`config.mk`:
```
export PLATFORM = sky130hd
export DESIGN_NAME = tour_cmd
export DESIGN_NICKNAME = d
export VERILOG_FILES = /design/src/rtl/tour_cmd.sv
export SDC_FILE = /design/constraint.sdc
export NUM_CORES = 1
export LEC_CHECK = 0
export BUFFER_PORTS_ARGS = -buffer_cell sky130_fd_sc_hd__buf_2
export CAP_MARGIN = 20
export CORE_ASPECT_RATIO = 1.2
export CORE_MARGIN = 10
export CORE_UTILIZATION = 38
export CTS_CLUSTER_DIAMETER = 150
export DETAILED_ROUTE_END_ITERATION = 7
export GPL_ROUTABILITY_DRIVEN = 0
export PLACE_DENSITY = 0.79
export SYNTH_ARGS = -nofsm -noshare
export SYNTH_HDL_FRONTEND = slang
export SYNTH_SLANG_ARGS = --single-unit
```
`constraint.sdc`:
```
create_clock -name clk -period 1.5 [get_ports clk]
set_input_delay 0.3 -clock clk [delete_from_list [all_inputs] [get_ports clk]]
set_output_delay 0.3 -clock clk [all_outputs]
set_load 0.1 [all_outputs]
```
`src/rtl/tour_cmd.sv`:
```
// Replays a stored knight's tour as vertical/fanfare command pairs, muxed with UART commands when idle.
// cmd_rdy rises 1 clk after start_tour; each leg is held until clr_cmd_rdy, then waits for send_resp.
module tour_cmd #(
  parameter int         NUM_MOVES  = 24,
  parameter logic [3:0] OP_MOVE    = 4'h2,
  parameter logic [3:0] OP_FANFARE = 4'h3
) (
  input  logic        clk,
  input  logic        rst_n,
  input  logic        start_tour,
  input  logic [7:0]  move,
  output logic [4:0]  mv_indx,
  input  logic [15:0] cmd_UART,
  input  logic        cmd_rdy_UART,
  input  logic        clr_cmd_rdy,
  input  logic        send_resp,
  output logic [15:0] cmd,
  output logic        cmd_rdy,
  output logic [7:0]  resp
);

  localparam logic [7:0] HEAD_N = 8'h00;
  localparam logic [7:0] HEAD_W = 8'h3F;
  localparam logic [7:0] HEAD_S = 8'h7F;
  localparam logic [7:0] HEAD_E = 8'hBF;
  localparam logic [4:0] LAST_INDX = 5'(NUM_MOVES - 1);

  typedef enum logic [2:0] {IDLE, VERT, HOLDV, HORZ, HOLDH} state_t;

  state_t      r_state;
  logic [4:0]  r_mv_indx;
  logic [7:0]  w_vhead, w_hhead;
  logic [3:0]  w_vsq, w_hsq;
  logic [15:0] w_vcmd, w_hcmd;
  logic        w_last;

  assign mv_indx = r_mv_indx;
  assign w_last  = (r_mv_indx == LAST_INDX);

  always_ff @(posedge clk or negedge rst_n) begin
    if (!rst_n) begin
      r_state   <= IDLE;
      r_mv_indx <= '0;
    end else begin
      case (r_state)
        IDLE: if (start_tour) begin
          r_mv_indx <= '0;
          r_state   <= VERT;
        end
        VERT:  if (clr_cmd_rdy) r_state <= HOLDV;
        HOLDV: if (send_resp)   r_state <= HORZ;
        HORZ:  if (clr_cmd_rdy) r_state <= HOLDH;
        HOLDH: if (send_resp) begin
          if (w_last) begin
            r_mv_indx <= '0;
            r_state   <= IDLE;
          end else begin
            r_mv_indx <= r_mv_indx + 5'd1;
            r_state   <= VERT;
          end
        end
        default: r_state <= IDLE;
      endcase
    end
  end

  // Lowest set bit wins so a corrupted (multi-hot) move still yields a legal leg pair.
  always_comb begin
    w_vhead = HEAD_N;
    w_vsq   = 4'd0;
    w_hhead = HEAD_E;
    w_hsq   = 4'd0;
    if (move[0]) begin
      w_vhead = HEAD_N; w_vsq = 4'd2; w_hhead = HEAD_E; w_hsq = 4'd1;
    end else if (move[1]) begin
      w_vhead = HEAD_N; w_vsq = 4'd2; w_hhead = HEAD_W; w_hsq = 4'd1;
    end else if (move[2]) begin
      w_vhead = HEAD_N; w_vsq = 4'd1; w_hhead = HEAD_W; w_hsq = 4'd2;
    end else if (move[3]) begin
      w_vhead = HEAD_S; w_vsq = 4'd1; w_hhead = HEAD_W; w_hsq = 4'd2;
    end else if (move[4]) begin
      w_vhead = HEAD_S; w_vsq = 4'd2; w_hhead = HEAD_W; w_hsq = 4'd1;
    end else if (move[5]) begin
      w_vhead = HEAD_S; w_vsq = 4'd2; w_hhead = HEAD_E; w_hsq = 4'd1;
    end else if (move[6]) begin
      w_vhead = HEAD_S; w_vsq = 4'd1; w_hhead = HEAD_E; w_hsq = 4'd2;
    end else if (move[7]) begin
      w_vhead = HEAD_N; w_vsq = 4'd1; w_hhead = HEAD_E; w_hsq = 4'd2;
    end
  end

  assign w_vcmd = {OP_MOVE, w_vhead, w_vsq};
  assign w_hcmd = {OP_FANFARE, w_hhead, w_hsq};

  always_comb begin
    cmd     = cmd_UART;
    cmd_rdy = cmd_rdy_UART;
    case (r_state)
      VERT:    begin cmd = w_vcmd; cmd_rdy = 1'b1; end
      HOLDV:   begin cmd = w_vcmd; cmd_rdy = 1'b0; end
      HORZ:    begin cmd = w_hcmd; cmd_rdy = 1'b1; end
      HOLDH:   begin cmd = w_hcmd; cmd_rdy = 1'b0; end
      default: begin cmd = cmd_UART; cmd_rdy = cmd_rdy_UART; end
    endcase
  end

  assign resp = ((r_state == IDLE) || ((r_state == HOLDH) && w_last)) ? 8'hA5 : 8'h5A;

endmodule
```
==> flow_summary.yaml, run 1 <==
outcome:
  outcome: "aborted with a tool error"
  stop_stage: "clock tree synthesis"
  error: "[ERROR DPL-0038] Utilization greater than 100%, impossible to legalize"
placed_design:
  place_hpwl_um: 4254
  portBuffers: 59
  place_ws_ns: -0.5725
yosys:
  synth-edff-count: 0
  ys.flop_type: "dfrtp_1"
  synth_top_cell_area_share: 0.2070
  netlist_area_um2: 967.2
  ys_ff_latch: 8
  yosysTopAreaCell: "dfrtp_1"
  synth.distinct_cells: 40
  synthCells: 139
  syn_avg_cell_area_um2: 6.958
  async_reset_ff_frac: 1.000
  yosysWarnings: 0
  synthesis.nets: 170
  synth_area_leaders: "dfrtp_1, o21ai_1, nor2_1"
  seq_area_frac_synth: 0.2070
clocking:
  postCtsHoldBufs: 1
  clock-sinks: 8
  postCtsSetupBuffers: 15
  numCtsBuffers: 3
  post_cts_resized: 75
  htree_levels: 1
  cts_root_buf: "clkbuf_4"
  cts_max_path_buffers: 2
die:
  initial_core_util: 0.4110
  die_w_um: 66.06
  die_y_um: 75.27
  placementRows: 19
  pin_count: 60
## cell usage after synthesis, types with 3 or more instances
cell and instances:
buf_4 6, a21oi_1 10, nor2_1 15, nor3_1 3, nand2b_1 3, nor2b_1 4
o21ai_1 13, dfrtp_1 8, a211oi_1 7, o21ai_0 9, nand3_1 4, clkbuf_1 4
a22o_1 3, nor4_1 4, nand2_1 12
## kinds of logic after synthesis
kind of cell | share of synthesized area
AND/OR/NAND/NOR | 0.2833
AO/OA/AOI/OAI | 0.3312
buffers and inverters | 0.09184
flip-flops | 0.2070
multiplexers | 0.05563
XOR/XNOR | 0.01811
adder cells (fa/ha/maj) | 0.01293
## metrics by stage
step	hold slack [ns]	cells	area, um2
floorplan	0.004409	139	1231
global placement	0.1489	251	2153
detailed placement	0.1528	251	2153
==> run 2: changes to the inputs <==
--- a/config.mk
+++ b/config.mk
@@ -7,13 +7,11 @@
 export LEC_CHECK = 0
 export BUFFER_PORTS_ARGS = -buffer_cell sky130_fd_sc_hd__buf_2
 export CAP_MARGIN = 20
-export CORE_ASPECT_RATIO = 1.2
 export CORE_MARGIN = 10
-export CORE_UTILIZATION = 38
-export CTS_CLUSTER_DIAMETER = 150
+export CORE_UTILIZATION = 25
 export DETAILED_ROUTE_END_ITERATION = 7
 export GPL_ROUTABILITY_DRIVEN = 0
-export PLACE_DENSITY = 0.79
+export PLACE_DENSITY_LB_ADDON = 0.15
 export SYNTH_ARGS = -nofsm -noshare
 export SYNTH_HDL_FRONTEND = slang
 export SYNTH_SLANG_ARGS = --single-unit
==> constraint.sdc (replaced) <==
create_clock -name clk -period 1.95 [get_ports clk]
set_input_delay 0.39 -clock clk [delete_from_list [all_inputs] [get_ports clk]]
set_output_delay 0.39 -clock clk [all_outputs]
set_load 0.1 [all_outputs]
==> run 2 against run 1 <==
Compared with the run above:
- the flow now finishes, with violations (negative setup slack)
- area after synthesis is the same
- synthesized cell count is the same
==> flow_summary.yaml, run 2 <==
timing:
  tightest_slew_ns: 0.4904
  post-route-min-period_ns: 2.191
  hold_viol_final: 0
  fin_crit_sh: 1.124
  finalSetupViolCount: 14
  setup_tns_ns: -1.787
  fin_ws_ns: -0.2414
  final.setup_skew_ns: 0.001164
  relSlewSlack: 0.6753
  hold_ws_ns: 0.4218
  rsz0062_at_grt: "true"
  fmax_mhz: 456.3
  maxSlewViolCount: 0
yosys:
  ys.flop_type: "dfrtp_1"
  yosysTopAreaCell: "dfrtp_1"
  syn_avg_cell_area_um2: 6.958
  netlist_area_um2: 967.2
  ys_ff_latch: 8
  async_reset_ff_frac: 1.000
  synth-edff-count: 0
  synth.distinct_cells: 40
  synth_top_cell_area_share: 0.2070
  post-synth-top-count-cell: "nor2_1"
  synth_area_leaders: "dfrtp_1, o21ai_1, nor2_1"
  seq_area_frac_synth: 0.2070
  ys_top_cells_by_count: "nor2_1, o21ai_1, nand2_1"
  synthesis.nets: 170
  yosysWarnings: 0
  synthCells: 139
critical_path:
  critPathSlowestCell: "or4_4"
  arrival_ns: 1.80
  crit_required_ns: 1.56
  critPathLaunchType: "input port"
  crit_path_end_kind: "output port"
  path_cells: "buf_8, or4_4, nand2_4, buf_6, o21ai_4, a211oi_4, buf_12"
  worstSetupPathType: "input port to output port"
  cp_slowest_stage_delay_ns: 0.57
  worstPathMaxFanout: 6
grt:
  gr-total-overflow: 0
  grt_pass1_wl_um: 6430
  antenna_found_initial: 0
  grt_use_met1: 0.1231
  grt_max_degree: 15
  top_usage_layer: "met2"
  use_met2: 0.2263
  met3_usage: 0.02916
  grt_pass1_vias: 1310
  grt_usage: 0.1186
clocking:
  clk_pin_slew_ns: 0.04
  clock-sinks: 8
  numCtsBuffers: 3
  htree_levels: 1
  clock_latency_ns: 0.24
  cts_root_buf: "clkbuf_8"
  cts_tree: "built"
  cts_max_path_buffers: 2
layout:
  final_cell_mix: "buf_2, buf_12, buf_4"
  num_antenna_cells: 0
  layout-drive-gt1-share: 0.6742
  final_area_um2: 2417
  seq_area_um2: 214.0
  n_fill_cell: 284
  areaGrowthSynthToFinish_pct: 149.9
  largest_reg_flops: 5
  nets: 253
  multi_input_area_um2: 1025
die:
  die_y_um: 82.20
  die_area_um2: 6757
  initial_core_util: 0.2622
  die_w_um: 82.20
  core_area_um2: 3689
  placementRows: 22
  pin_count: 60
drt:
  wl_um: 4170
  drc: 0
  detail-route-antenna-nets: 0
  drt_iter0_drc: 70
  first_pass_iters: 4
  viasPerCell: 5.026
  num_vias: 1352
  wl_per_cell_um: 15.50
placed_design:
  place_hpwl_um: 3286
  portBuffers: 59
  placed_area_um2: 2034
outcome:
  outcome: "finished with violations"
  violations: "negative setup slack"
min_path:
  hp-class: "input port to flip-flop"
job:
  maxCapViolations: 0
==> run 2: cell counts after synthesis <==
Identical to the previous run, type by type.
==> run 2: layer usage <==
layer | vias to the layer above | wire length (um)
li1 | 672 | -
met1 | 644 | 1527
met2 | 31 | 2316
met3 | 5 | 259
met4 | 0 | 66
met5 | - | 0
==> run 2: critical path, delay by kind of cell <==
kind / cells / cell delay, ns
AOI/OAI and AO/OA: 2 / 0.29
buffers and inverters: 3 / 0.42
and+or+nand+nor: 2 / 0.70
==> run 2: repair_timing <==
item                                    in CTS  in global routing
hold buffers                                 1                  0
endpoints found under the setup margin      23                 23
buffers inserted                             3                  9
pin swaps                                   20                 15
gates resized for setup                     32                 23
hold endpoints to repair                     4                  0
==> run 2: per-stage QoR <==
stage / cells / utilization / setup slack, ns
CTS: 260 / 0.6123 / -0.2591
global placement: 252 / 0.5516 / -0.2942
global route: 269 / 0.6554 / -0.2795
detailed placement: 252 / 0.5516 / -0.3576
finish: 269 / 0.6554 / -0.2414
floorplan: 139 / - / -0.7137
==> run 2: path summary, 6_finish.rpt <==
| check | start | endpoint | slack (ns) | cells after the start |
|---|---|---|---|---|
| worst max-delay path | move[0] | cmd[7] | -0.24 | 7 |
| worst min-delay path | clr_cmd_rdy | r_state[2] | 0.42 | 2 |
| worst max register to register | r_state[0] | mv_indx[3] | 0.39 | 8 |
| worst min register to register | mv_indx[3] | mv_indx[3] | 0.54 | 2 |
| max in group asynchronous | rst_n | mv_indx[0] | 1.23 | 2 |
| min in group asynchronous | rst_n | r_state[2] | 0.53 | 2 |
==> run 2: cell families after synthesis <==
| family | after synthesis | synth area share |
|---|---|---|
| multiplexers | 5 | 0.05563 |
| adder cells (fa/ha/maj) | 1 | 0.01293 |
| flip-flops | 8 | 0.2070 |
| AO/OA/AOI/OAI | 52 | 0.3312 |
| buffers and inverters | 17 | 0.09184 |
| XOR/XNOR | 2 | 0.01811 |
| AND/OR/NAND/NOR | 54 | 0.2833 |
==> run 2: final cells by class <==
type	instances	area share
clock buffer	4	0.01863
inverter	4	0.01139
multi-input combinational	114	0.4239
sequential	8	0.08851
tap	48	0.02484
timing repair buffer	91	0.4327
Power of run 2 is not shown: default switching activity piles up to over one toggle a cycle in this logic, so the estimate is an artifact.
==> run 3: changes to the inputs <==
--- a/config.mk
+++ b/config.mk
@@ -5,11 +5,12 @@
 export SDC_FILE = /design/constraint.sdc
 export NUM_CORES = 1
 export LEC_CHECK = 0
+export ABC_AREA = 1
 export BUFFER_PORTS_ARGS = -buffer_cell sky130_fd_sc_hd__buf_2
 export CAP_MARGIN = 20
-export CORE_MARGIN = 10
-export CORE_UTILIZATION = 25
+export CORE_AREA = 10 10 71 73
 export DETAILED_ROUTE_END_ITERATION = 7
+export DIE_AREA = 0 0 81 83
 export GPL_ROUTABILITY_DRIVEN = 0
 export PLACE_DENSITY_LB_ADDON = 0.15
 export SYNTH_ARGS = -nofsm -noshare
==> run 3 against run 2 <==
Compared with the run above:
- the flow still finishes with violations (negative setup slack)
- first-iteration DRC count shrank 49%
- utilization fell by 14 points
- count of clock-buffer cells in the layout unchanged
- critical path depth unchanged
- area after synthesis down 16%
- maximum frequency is 9.3% higher
- worst setup slack gained 0.19 ns
- critical path type is now flip-flop to output port
==> flow_summary.yaml, run 3 <==
yosys:
  async_reset_ff_frac: 1.000
  ys_top_cells_by_count: "nand2_1, inv_1, nand3_1"
  post-synth-top-count-cell: "nand2_1"
  ys.flop_type: "dfrtp_1"
  syn_avg_cell_area_um2: 5.824
  yosysWarnings: 0
  yosysTopAreaCell: "dfrtp_1"
  ys_ff_latch: 8
  synth-edff-count: 0
  synth.distinct_cells: 23
  netlist_area_um2: 809.5
  synthesis.nets: 170
  synth_area_leaders: "dfrtp_1, nand2_1, nand3_1"
  synth_top_cell_area_share: 0.2473
  synthCells: 139
  seq_area_frac_synth: 0.2473
timing:
  post-route-min-period_ns: 2.004
  relSlewSlack: 0.6755
  hold_ws_ns: 0.4298
  maxSlewViolCount: 0
  fin_crit_sh: 1.028
  hold_viol_final: 0
  tightest_slew_ns: 0.4901
  final.setup_skew_ns: 0.01203
  rsz0062_at_grt: "true"
  fin_ws_ns: -0.05424
  finalSetupViolCount: 8
  fmax_mhz: 498.9
  setup_tns_ns: -0.3300
outcome:
  violations: "negative setup slack"
  outcome: "finished with violations"
die:
  initial_core_util: 0.2228
  die_y_um: 83
  die_w_um: 81
  pin_count: 60
  core_area_um2: 3633
  die_area_um2: 6723
  placementRows: 22
critical_path:
  cp_slowest_stage_delay_ns: 0.43
  cp_top_family: "buffers and inverters"
  path_cells: "ha_4, nand2_4, nor2_4, nor2_2, nor2_4, clkinvlp_4, buf_12"
  worstPathBufferInverterCount: 2
  rr_startpoint: "r_state[2]"
  r2r_cells: 6
  crit_required_ns: 1.56
  cp_common_cell: "nor2_4"
  worstPathMaxFanout: 4
  critPathSlowestCell: "dfrtp_4"
  r2r_slack_ns: 0.57
  crit_path_end_kind: "output port"
  critPathLaunchType: "flip-flop"
  worstSetupPathType: "flip-flop to output port"
  r2r-end: "mv_indx[4]"
  arrival_ns: 1.61
drt:
  wl_um: 3350
  wl_per_cell_um: 13.09
  drt_iter0_drc: 36
  num_vias: 1121
  detail-route-antenna-nets: 0
  drc: 0
  first_pass_iters: 4
  viasPerCell: 4.379
placed_design:
  portBuffers: 59
  place_hpwl_um: 2925
  placed_cells: 243
  place_ws_ns: 0.1055
min_path:
  hold_end: "r_state[0]"
  hp-class: "input port to flip-flop"
  min_path_cells: 4
  hp-start: "clr_cmd_rdy"
clocking:
  htree_levels: 1
  numCtsBuffers: 3
  cts_root_buf: "clkbuf_8"
  clk_pin_slew_ns: 0.05
  clock_latency_ns: 0.24
  cts_tree: "built"
  clock-sinks: 8
  cts_max_path_buffers: 2
grt:
  gr-total-overflow: 0
  grt_usage: 0.1026
  grt_pass1_wl_um: 5547
  grt_max_degree: 13
  antenna_found_initial: 0
  grt_pass1_vias: 1230
layout:
  layout.cells.most_common: "nand2_1"
  largest_reg_flops: 5
  stdcell_count: 256
  num_antenna_cells: 0
  nets: 240
  final_cell_mix: "nand2_1, buf_2, buf_12"
  layout-drive-gt1-share: 0.5769
  areaGrowthSynthToFinish_pct: 132.5
job:
  maxCapViolations: 0
## run 3: worst max-delay path by stage
stage                    start       to  slack (ns)  depth (start not counted)
floorplan           mv_indx[1]  resp[3]       -1.22                          7
global placement    r_state[2]  cmd[11]        0.14                          7
detailed placement  r_state[2]   cmd[8]        0.11                          7
CTS                 mv_indx[0]  resp[1]       -0.06                          7
global route        mv_indx[0]  resp[6]       -0.12                          7
finish              mv_indx[0]  resp[1]       -0.05                          7
## run 3: kinds of logic after synthesis
family                     Yosys count  share of synthesized area
adders and majority gates            1                    0.01545
and+or+nand+nor                     92                     0.4962
AOI/OAI and AO/OA                   10                    0.06955
DFF                                  8                     0.2473
buffers and inverters               28                     0.1716
## run 3: per-stage QoR
| step | utilization | cell area, um2 |
|---|---|---|
| after detailed placement | 0.4687 | 1703 |
| after global routing | 0.5179 | 1882 |
| after CTS | 0.5103 | 1854 |
| after floorplan | - | 1036 |
| after global placement | 0.4687 | 1703 |
| final | 0.5179 | 1882 |
## run 3: timing repair
action,in CTS,in global routing
endpoints found under the hold margin,4,0
hold buffers,1,0
pin swaps,8,4
buffers inserted,6,2
resized for setup,16,4
endpoints found under the setup margin,23,22
## run 3: tightest hold or removal path: cells and delay by family
kind | cells | cell delay (ns)
and+or+nand+nor | 2 | 0.12
buffers and inverters | 2 | 0.11
## run 3: layout make-up
type | count | area (um2)
Clock buffer | 4 | 45.04
Fill cell | 340 | 1752
Inverter | 20 | 86.33
Multi-Input combinational cell | 103 | 689.4
Sequential cell | 8 | 215.2
Tap cell | 48 | 60.06
Timing Repair Buffer | 73 | 785.8
## run 3: per-layer routing
layer	GRT usage	wire, um	vias to the layer above
met3	0.03125	179	4
li1	-	-	573
met1	0.08878	1093	518
met4	0.04382	56	0
met5	0	0	-
met2	0.2024	2020	26
Power of run 3 is left out for the same reason.
